==> src/rtl/alu_arbiter.sv <==
// alu_arbiter: two-port round-robin front end for the shared execute ALU.
// Issue register feeds the ALU; results land in per-port 2-entry FIFOs.
`ifndef DATA_WIDTH
`define DATA_WIDTH 16
`endif

package alu_arbiter_pkg;
  typedef enum logic [3:0] {
    ALU_ADD, ALU_SUB, ALU_AND, ALU_OR, ALU_XOR,
    ALU_SLT, ALU_SLTU, ALU_SLL, ALU_SRL,
    ALU_BEQ, ALU_BNE, ALU_BLT, ALU_BGE,
    ALU_MTC0_PASS, ALU_MTC0_FAIL
  } AluCtl;
  typedef enum logic {NOT_TAKEN, TAKEN} BranchOutcome;
  typedef enum logic [1:0] {
    MTC0_NOOP, MTC0_PASS, MTC0_FAIL
  } Mtc0Code;
endpackage

interface pass_done_ifc #(
  parameter int W = `DATA_WIDTH
);
  import alu_arbiter_pkg::*;
  Mtc0Code        code;
  logic [W-1:0]   value;
  modport out (output code, value);
  modport mon (input code, value);
endinterface

module alu
  import alu_arbiter_pkg::*;
#(
  parameter int DATA_WIDTH = `DATA_WIDTH
) (
  input  logic                  valid,
  input  AluCtl                 alu_ctl,
  input  logic [DATA_WIDTH-1:0] op1,
  input  logic [DATA_WIDTH-1:0] op2,
  input  logic                  is_ll,
  input  logic                  is_sc,
  input  logic                  is_sw,
  output logic [DATA_WIDTH-1:0] result,
  output BranchOutcome          branch_outcome,
  pass_done_ifc.out             pass_done
);
  localparam int SHW = $clog2(DATA_WIDTH);
  Mtc0Code               code;
  logic [DATA_WIDTH-1:0] res;
  logic                  slt;
  logic                  sltu;

  assign slt  = $signed(op1) < $signed(op2);
  assign sltu = op1 < op2;

  // Datapath, branch compare and MTC0 report decode
  always_comb begin
    res            = '0;
    branch_outcome = NOT_TAKEN;
    code           = MTC0_NOOP;
    case (alu_ctl)
      ALU_ADD:  res = op1 + op2;
      ALU_SUB:  res = op1 - op2;
      ALU_AND:  res = op1 & op2;
      ALU_OR:   res = op1 | op2;
      ALU_XOR:  res = op1 ^ op2;
      ALU_SLT:  res = {{(DATA_WIDTH-1){1'b0}}, slt};
      ALU_SLTU: res = {{(DATA_WIDTH-1){1'b0}}, sltu};
      ALU_SLL:  res = op1 << op2[SHW-1:0];
      ALU_SRL:  res = op1 >> op2[SHW-1:0];
      ALU_BEQ:
        branch_outcome = (op1 == op2) ? TAKEN : NOT_TAKEN;
      ALU_BNE:
        branch_outcome = (op1 != op2) ? TAKEN : NOT_TAKEN;
      ALU_BLT:
        branch_outcome = slt ? TAKEN : NOT_TAKEN;
      ALU_BGE:
        branch_outcome = slt ? NOT_TAKEN : TAKEN;
      ALU_MTC0_PASS: begin
        res  = op2;
        code = MTC0_PASS;
      end
      ALU_MTC0_FAIL: begin
        res  = op2;
        code = MTC0_FAIL;
      end
      default: res = '0;
    endcase
    if (is_ll || is_sw) res = op1 + op2;
    if (is_sc) res = {{(DATA_WIDTH-1){1'b0}}, 1'b1};
    if (!valid) code = MTC0_NOOP;
  end

  assign result          = res;
  assign pass_done.code  = code;
  assign pass_done.value = (code != MTC0_NOOP) ? op2 : '0;
endmodule

module alu_arbiter
  import alu_arbiter_pkg::*;
#(
  parameter int TAG_WIDTH  = 4,
  parameter int DATA_WIDTH = `DATA_WIDTH
) (
  input  logic                       clk,
  input  logic                       rst,
  input  logic [1:0]                 req_valid,
  output logic [1:0]                 req_ready,
  input  AluCtl [1:0]                req_alu_ctl,
  input  logic [1:0][DATA_WIDTH-1:0] req_op1,
  input  logic [1:0][DATA_WIDTH-1:0] req_op2,
  input  logic [1:0][TAG_WIDTH-1:0]  req_tag,
  input  logic [1:0]                 flush,
  output logic [1:0]                 rsp_valid,
  input  logic [1:0]                 rsp_ready,
  output logic [1:0][DATA_WIDTH-1:0] rsp_result,
  output BranchOutcome [1:0]         rsp_branch_outcome,
  output logic [1:0][TAG_WIDTH-1:0]  rsp_tag,
  pass_done_ifc.out                  pass_done
);
  typedef struct packed {
    logic [DATA_WIDTH-1:0] res;
    BranchOutcome          br;
    logic [TAG_WIDTH-1:0]  tag;
  } ent_t;

  logic                  ptr_q, ptr_d;
  logic                  iss_vld_q, iss_vld_d;
  logic                  iss_own_q, iss_own_d;
  AluCtl                 iss_ctl_q, iss_ctl_d;
  logic [DATA_WIDTH-1:0] iss_op1_q, iss_op1_d;
  logic [DATA_WIDTH-1:0] iss_op2_q, iss_op2_d;
  logic [TAG_WIDTH-1:0]  iss_tag_q, iss_tag_d;
  ent_t [1:0][1:0]       fifo_q, fifo_d;
  logic [1:0][1:0]       cnt_q, cnt_d;

  logic [1:0]            pop;
  logic [1:0]            push;
  logic [1:0]            elig;
  logic [1:0]            gnt;
  logic [1:0][2:0]       outs;
  logic [DATA_WIDTH-1:0] alu_res;
  BranchOutcome          alu_br;

  alu #(.DATA_WIDTH(DATA_WIDTH)) u_alu (
    .valid          (iss_vld_q),
    .alu_ctl        (iss_ctl_q),
    .op1            (iss_op1_q),
    .op2            (iss_op2_q),
    .is_ll          (1'b0),
    .is_sc          (1'b0),
    .is_sw          (1'b0),
    .result         (alu_res),
    .branch_outcome (alu_br),
    .pass_done      (pass_done)
  );

  // Per-port outstanding count, pop/push and eligibility
  always_comb begin
    pop  = '0;
    push = '0;
    elig = '0;
    outs = '0;
    for (int i = 0; i < 2; i++) begin
      pop[i]  = rsp_valid[i] && rsp_ready[i];
      push[i] = iss_vld_q && (iss_own_q == 1'(i))
                && !flush[i];
      outs[i] = {1'b0, cnt_q[i]}
              + {2'b0, iss_vld_q && (iss_own_q == 1'(i))};
      elig[i] = req_valid[i] && !flush[i]
              && ((outs[i] - {2'b0, pop[i]}) < 3'd2);
    end
  end

  // Round-robin grant, suppressed during reset
  always_comb begin
    gnt = 2'b00;
    priority case (1'b1)
      rst:            gnt = 2'b00;
      (elig == 2'b11): gnt = ptr_q ? 2'b10 : 2'b01;
      elig[0]:        gnt = 2'b01;
      elig[1]:        gnt = 2'b10;
      default:        gnt = 2'b00;
    endcase
  end

  // Next pointer, issue register and FIFO contents
  always_comb begin
    ptr_d     = (gnt != 2'b00) ? gnt[0] : ptr_q;
    iss_vld_d = |gnt;
    iss_own_d = gnt[1];
    iss_ctl_d = req_alu_ctl[gnt[1]];
    iss_op1_d = req_op1[gnt[1]];
    iss_op2_d = req_op2[gnt[1]];
    iss_tag_d = req_tag[gnt[1]];
    fifo_d    = fifo_q;
    cnt_d     = cnt_q;
    for (int i = 0; i < 2; i++) begin
      if (pop[i]) begin
        fifo_d[i][0] = fifo_q[i][1];
        cnt_d[i]     = cnt_q[i] - 2'd1;
      end
      if (push[i]) begin
        fifo_d[i][cnt_d[i][0]] = '{
          res: alu_res, br: alu_br, tag: iss_tag_q};
        cnt_d[i] = cnt_d[i] + 2'd1;
      end
      if (flush[i]) cnt_d[i] = 2'd0;
    end
  end

  // Control state with synchronous reset
  always_ff @(posedge clk) begin
    if (rst) begin
      ptr_q     <= 1'b0;
      iss_vld_q <= 1'b0;
      cnt_q     <= '0;
    end else begin
      ptr_q     <= ptr_d;
      iss_vld_q <= iss_vld_d;
      cnt_q     <= cnt_d;
    end
  end

  // Payload registers need no reset; valid bits guard them
  always_ff @(posedge clk) begin
    iss_own_q <= iss_own_d;
    iss_ctl_q <= iss_ctl_d;
    iss_op1_q <= iss_op1_d;
    iss_op2_q <= iss_op2_d;
    iss_tag_q <= iss_tag_d;
    fifo_q    <= fifo_d;
  end

  assign req_ready = gnt;

  // FIFO heads drive the response ports
  always_comb begin
    rsp_valid          = '0;
    rsp_result         = '0;
    rsp_branch_outcome = {NOT_TAKEN, NOT_TAKEN};
    rsp_tag            = '0;
    for (int i = 0; i < 2; i++) begin
      rsp_valid[i]          = cnt_q[i] != 2'd0;
      rsp_result[i]         = fifo_q[i][0].res;
      rsp_branch_outcome[i] = fifo_q[i][0].br;
      rsp_tag[i]            = fifo_q[i][0].tag;
    end
  end
endmodule

==> src/flat_wrapper.sv <==
// flat-port wrapper written by rule: the top's interface ports become plain ports
module alu_arbiter_flat import alu_arbiter_pkg::*;
#(
  parameter int TAG_WIDTH  = 4,
  parameter int DATA_WIDTH = `DATA_WIDTH
)
  (clk, rst, req_valid, req_ready, req_alu_ctl, req_op1, req_op2, req_tag, flush, rsp_valid, rsp_ready, rsp_result, rsp_branch_outcome, rsp_tag, pass_done_code, pass_done_value);
  pass_done_ifc #(.W((16))) pass_done_i ();
  input  logic clk;
  input  logic rst;
  input  logic [1:0] req_valid;
  output logic [1:0] req_ready;
  input  AluCtl [1:0] req_alu_ctl;
  input  logic [1:0][DATA_WIDTH-1:0] req_op1;
  input  logic [1:0][DATA_WIDTH-1:0] req_op2;
  input  logic [1:0][TAG_WIDTH-1:0] req_tag;
  input  logic [1:0] flush;
  output logic [1:0] rsp_valid;
  input  logic [1:0] rsp_ready;
  output logic [1:0][DATA_WIDTH-1:0] rsp_result;
  output BranchOutcome [1:0] rsp_branch_outcome;
  output logic [1:0][TAG_WIDTH-1:0] rsp_tag;
  output wire logic [$bits(pass_done_i.code)-1:0] pass_done_code;
  output wire logic [$bits(pass_done_i.value)-1:0] pass_done_value;
  assign pass_done_code = pass_done_i.code;
  assign pass_done_value = pass_done_i.value;
  alu_arbiter #(.TAG_WIDTH(TAG_WIDTH), .DATA_WIDTH(DATA_WIDTH)) u_core (.clk(clk), .rst(rst), .req_valid(req_valid), .req_ready(req_ready), .req_alu_ctl(req_alu_ctl), .req_op1(req_op1), .req_op2(req_op2), .req_tag(req_tag), .flush(flush), .rsp_valid(rsp_valid), .rsp_ready(rsp_ready), .rsp_result(rsp_result), .rsp_branch_outcome(rsp_branch_outcome), .rsp_tag(rsp_tag), .pass_done(pass_done_i));
endmodule
==> config.mk <==
export PLATFORM = sky130hd
export DESIGN_NAME = alu_arbiter_flat
export DESIGN_NICKNAME = d
export VERILOG_FILES = /design/src/rtl/alu_arbiter.sv /design/src/flat_wrapper.sv
export SDC_FILE = /design/constraint.sdc
export NUM_CORES = 1
export LEC_CHECK = 0
export BUFFER_PORTS_ARGS = -buffer_cell sky130_fd_sc_hd__buf_4
export CAP_MARGIN = 10
export CORE_MARGIN = 2
export CORE_UTILIZATION = 45
export CTS_CLUSTER_SIZE = 40
export DETAILED_ROUTE_END_ITERATION = 8
export PLACE_DENSITY = 0.71
export SLEW_MARGIN = 15
export SYNTH_ARGS = -nofsm -noshare
export SYNTH_HDL_FRONTEND = slang
export SYNTH_SLANG_ARGS = --single-unit
export TNS_END_PERCENT = 30
==> constraint.sdc <==
create_clock -name clk -period 3.9 [get_ports clk]
set_clock_uncertainty 0.2 [all_clocks]
set_input_delay 0.585 -clock clk [delete_from_list [all_inputs] [get_ports clk]]
set_output_delay 0.585 -clock clk [all_outputs]
set_load 0.03 [all_outputs]
==> metrics.md <==
| Metric | Value |
|---|---|
| Root Buffer | clkbuf_16 |
| Initial Util | 45.54% |
| Final Max Tran Viols | 0 |
| Final worst path period need | 3.771 ns |
| Die area | 22320 µm² |
| Synth async-reset ratio | 0% |
| Worst-Margin Slew | 0.9229 ns |
| Max Freq | 265.2 MHz |
| Die X | 149.4 µm |
| Most frequent cells in the layout | buf_4, dfxtp_1, nor2_1 |
| Arr. time, crit path | 2.99 ns |
| CTS clk-pin slew, worst paths | 0.06 ns |
| Hold WC Path Type | in2reg |
| Setup TNS | 0 ns |
| Commonest non-fill, non-tap cell in the layout | buf_4 |
| Status | finished clean |
| Tot GR Track Use | 25.90% |
| Syn_nets | around 1200 |
| Vias in the first global route | 8079 |
| Max FO, Critical Path | 4 |
| WL/cell | 20.09 µm |
| Fill cells | 1908 |
| Via count | around 8600 |
| # H-tree levels | 4 |
| Row count | 53 |
| Setup violators final | 0 |
| Maximum buffer depth of the clock tree | 2 |
| Flops & latches, synth | 131 |
| Gate Count Post-Synth | 1045 |
| Hpwl dp | 21220 µm |
| Inserted Diodes | 0 |
| Port Buf Inserts | 151 |
| Layout cell share with drive strength beyond 1 | 27.76% |
| Post-detailed-route count of antenna-violating nets | 0 |
| Leak | ~4.8 nW |
| CP Cell Sequence | inv_1, ha_1, nor2b_2, ha_1, inv_1, nand3_1, fa_1, xnor2_2, nand4b_1, nor3_4, buf_12, buf_4 |
| Hold slack final | 0.1510 ns |
| DR pass1 iterations | 5 |
| DRC viols | 0 |
| Netlist Area Pre-Place | between 9000 and 10000 µm² |
| Clk Latency, worst-skew pair | 0.43 ns |
| Worst setup EP type | primary output |
| Slowest stage delay, CP | 0.43 ns |
| CTS tree | built |
| Via density | 6.009 |
| CP Class | reg2out |
| Syn_area_per_cell | between 9 and 10 µm² |
| CTS Sinks | between 100 and 150 |
| I/O pin cnt | 152 |
| Sequential-to-total area share from yosys stat | about a third |
| Final weighted congestion in routability-driven placement | about 1 |
| Synth Flop Type | dfxtp_1 |
| Relative slew margins | about 37% |
| DRT Wirelength | around 29000 µm |
| Grt total ovfl | 0 |
| Worst path required time | 3.12 ns |
| Period utilization | 96.70% |
| Largest net degree at the start of global routing | 44 |
| CP Launch Type | flip-flop |
| TritonCTS Buffers | 17 |
| Iter 0 DRT Violations | 744 |
| Final Hold Fails | 0 |
| Synth-to-Final Area Change | 19.48% |
| Synth warn | 0 |
| Post-synth cell types | 85 |
| Initial antenna violation count | 0 |
| Slowest-stage cell, CP | fa_1 |
| Power Dens Cells | 468.5 nW/µm² |
| Die height | 149.4 µm |
| First-pass GRT wire length | ~45000 µm |
| VDD IR-drop max | 0.0003397 V |
| CORE AREA | 20890 µm² |
| Post-synth EDFFs | 42 |
| Cts hold-fix bufs | 0 |
| Reported max-cap violation count | 0 |
| Nets | 1296 |
registers in the layout (all words and copies together), names as in the netlist, 2 cells and up:
signal,cells
u_core.rsp_branch_outcome,2
u_core.iss_op2_q,16
u_core.rsp_tag,8
u_core.iss_tag_q,4
u_core.iss_ctl_q,4
u_core.fifo_q,42
u_core.rsp_result,32
u_core.iss_op1_q,16
u_core.cnt_q,4
cell families after synthesis:
kind of cell / Yosys count / share of synthesized area (%)
simple gates: 283 / 15.85
compound gates: 277 / 20.43
buf+inv: 178 / 9.299
flops: 131 / 31.99
mux: 109 / 13.55
fa+ha+maj: 61 / 8.339
xor+xnor: 6 / 0.5524
repair_timing:
action	CTS	global route
setup endpoints to repair	1	1
pin swaps	2	4
gates resized for setup	0	4
buffers inserted	2	2
worst paths after layout:
| path | cells past startpoint | slack, ns | to | from |
|---|---|---|---|---|
| max | 12 | 0.13 | req_ready[1] | u_core.cnt_q[3] |
| min | 2 | 0.15 | u_core.cnt_q[1] | flush[0] |
| max reg2reg | 9 | 0.33 | u_core.fifo_q[38] | u_core.iss_op1_q[5] |
| min reg2reg | 0 | 0.30 | u_core.fifo_q[63] | u_core.iss_tag_q[0] |
where the power goes:
| group | internal, mW | switching [mW] | total (mW) |
|---|---|---|---|
| registers | 1.63 | 0.154 | 1.78 |
| clock network | 0.980 | 0.689 | 1.67 |
| logic | 0.762 | 1.11 | 1.87 |
| total | 3.37 | 1.96 | 5.33 |
worst max-delay path, delay by kind of cell (launching register included):
kind	cells	cell delay [ns]
XOR/XNOR	1	0.18
adder cells (fa/ha/maj)	3	0.89
buffers and inverters	4	0.47
flip-flops	1	0.39
AND/OR/NAND/NOR	4	0.63
area by class of cell:
class / instances / area, µm² / area share, %
well taps: 275 / 344.1 / 3.027
clock inverters: 14 / 167.7 / 1.475
clock buffers: 18 / 439.2 / 3.864
multi-input cells: 736 / 5648 / 49.69
inverters: 67 / 251.5 / 2.213
repair buffers: 194 / 1469 / 12.92
flip-flops and latches: 131 / 3047 / 26.81
through the flow:
stage	utilization [%]	setup slack, ns	cell area, µm²	instances	power [mW]
finish	54.41	0.1287	11370	1435	5.325
global route	54.41	-0.01867	11370	1435	5.557
CTS	54.28	0.002256	11340	1433	5.324
detailed placement	51.24	0.04040	10700	1399	3.645
global placement	51.24	0.1122	10700	1399	3.612
floorplan	-	0.009258	9538	1045	3.217
Yosys cell counts, drive strengths merged (5+ instances only):
| cell type | number | area share, % |
|---|---|---|
| dfxtp | 89 | 19 |
| nor2 | 70 | 2.8 |
| buf | 68 | 5.0 |
| a21oi | 66 | 3.5 |
| inv | 66 | 2.6 |
| ha | 57 | 7.5 |
| nand2 | 55 | 2.2 |
| mux2 | 52 | 6.2 |
| mux2i | 47 | 4.9 |
| a211oi | 43 | 3.5 |
| clkbuf | 43 | 1.7 |
| o21ai | 43 | 2.3 |
| edfxtp | 42 | 13 |
| nor2b | 36 | 2.4 |
| nor3 | 28 | 1.5 |
| and2 | 24 | 1.6 |
| nand3 | 15 | 0.79 |
| o211ai | 11 | 0.92 |
| a21o | 10 | 0.79 |
| a22oi | 10 | 0.84 |
| mux4 | 10 | 2.4 |
| nand2b | 10 | 0.66 |
| a211o | 9 | 0.83 |
| a221oi | 9 | 0.89 |
| o21a | 7 | 0.55 |
| a31oi | 6 | 0.39 |
| a32oi | 6 | 0.55 |
| o22ai | 6 | 0.39 |
| or3 | 6 | 0.39 |
| xnor2 | 6 | 0.55 |
| nand3b | 5 | 0.39 |
| nand4 | 5 | 0.33 |
| nor4 | 5 | 0.55 |
| o221ai | 5 | 0.46 |
per-layer routing:
layer / track usage [%] / share of wire [%] / wire length (µm) / vias to the layer above
met3: 5.474 / 9.2 / 2641 / 73
met4: 11.29 / 3.7 / 1078 / 0
met2: 40.44 / 45 / 12990 / 452
met1: 34.60 / 42 / 12110 / 4111
li1: - / - / - / 3987
met5: 0 / 0 / 0 / -
Note: power is estimated with default switching activity, not from simulation.
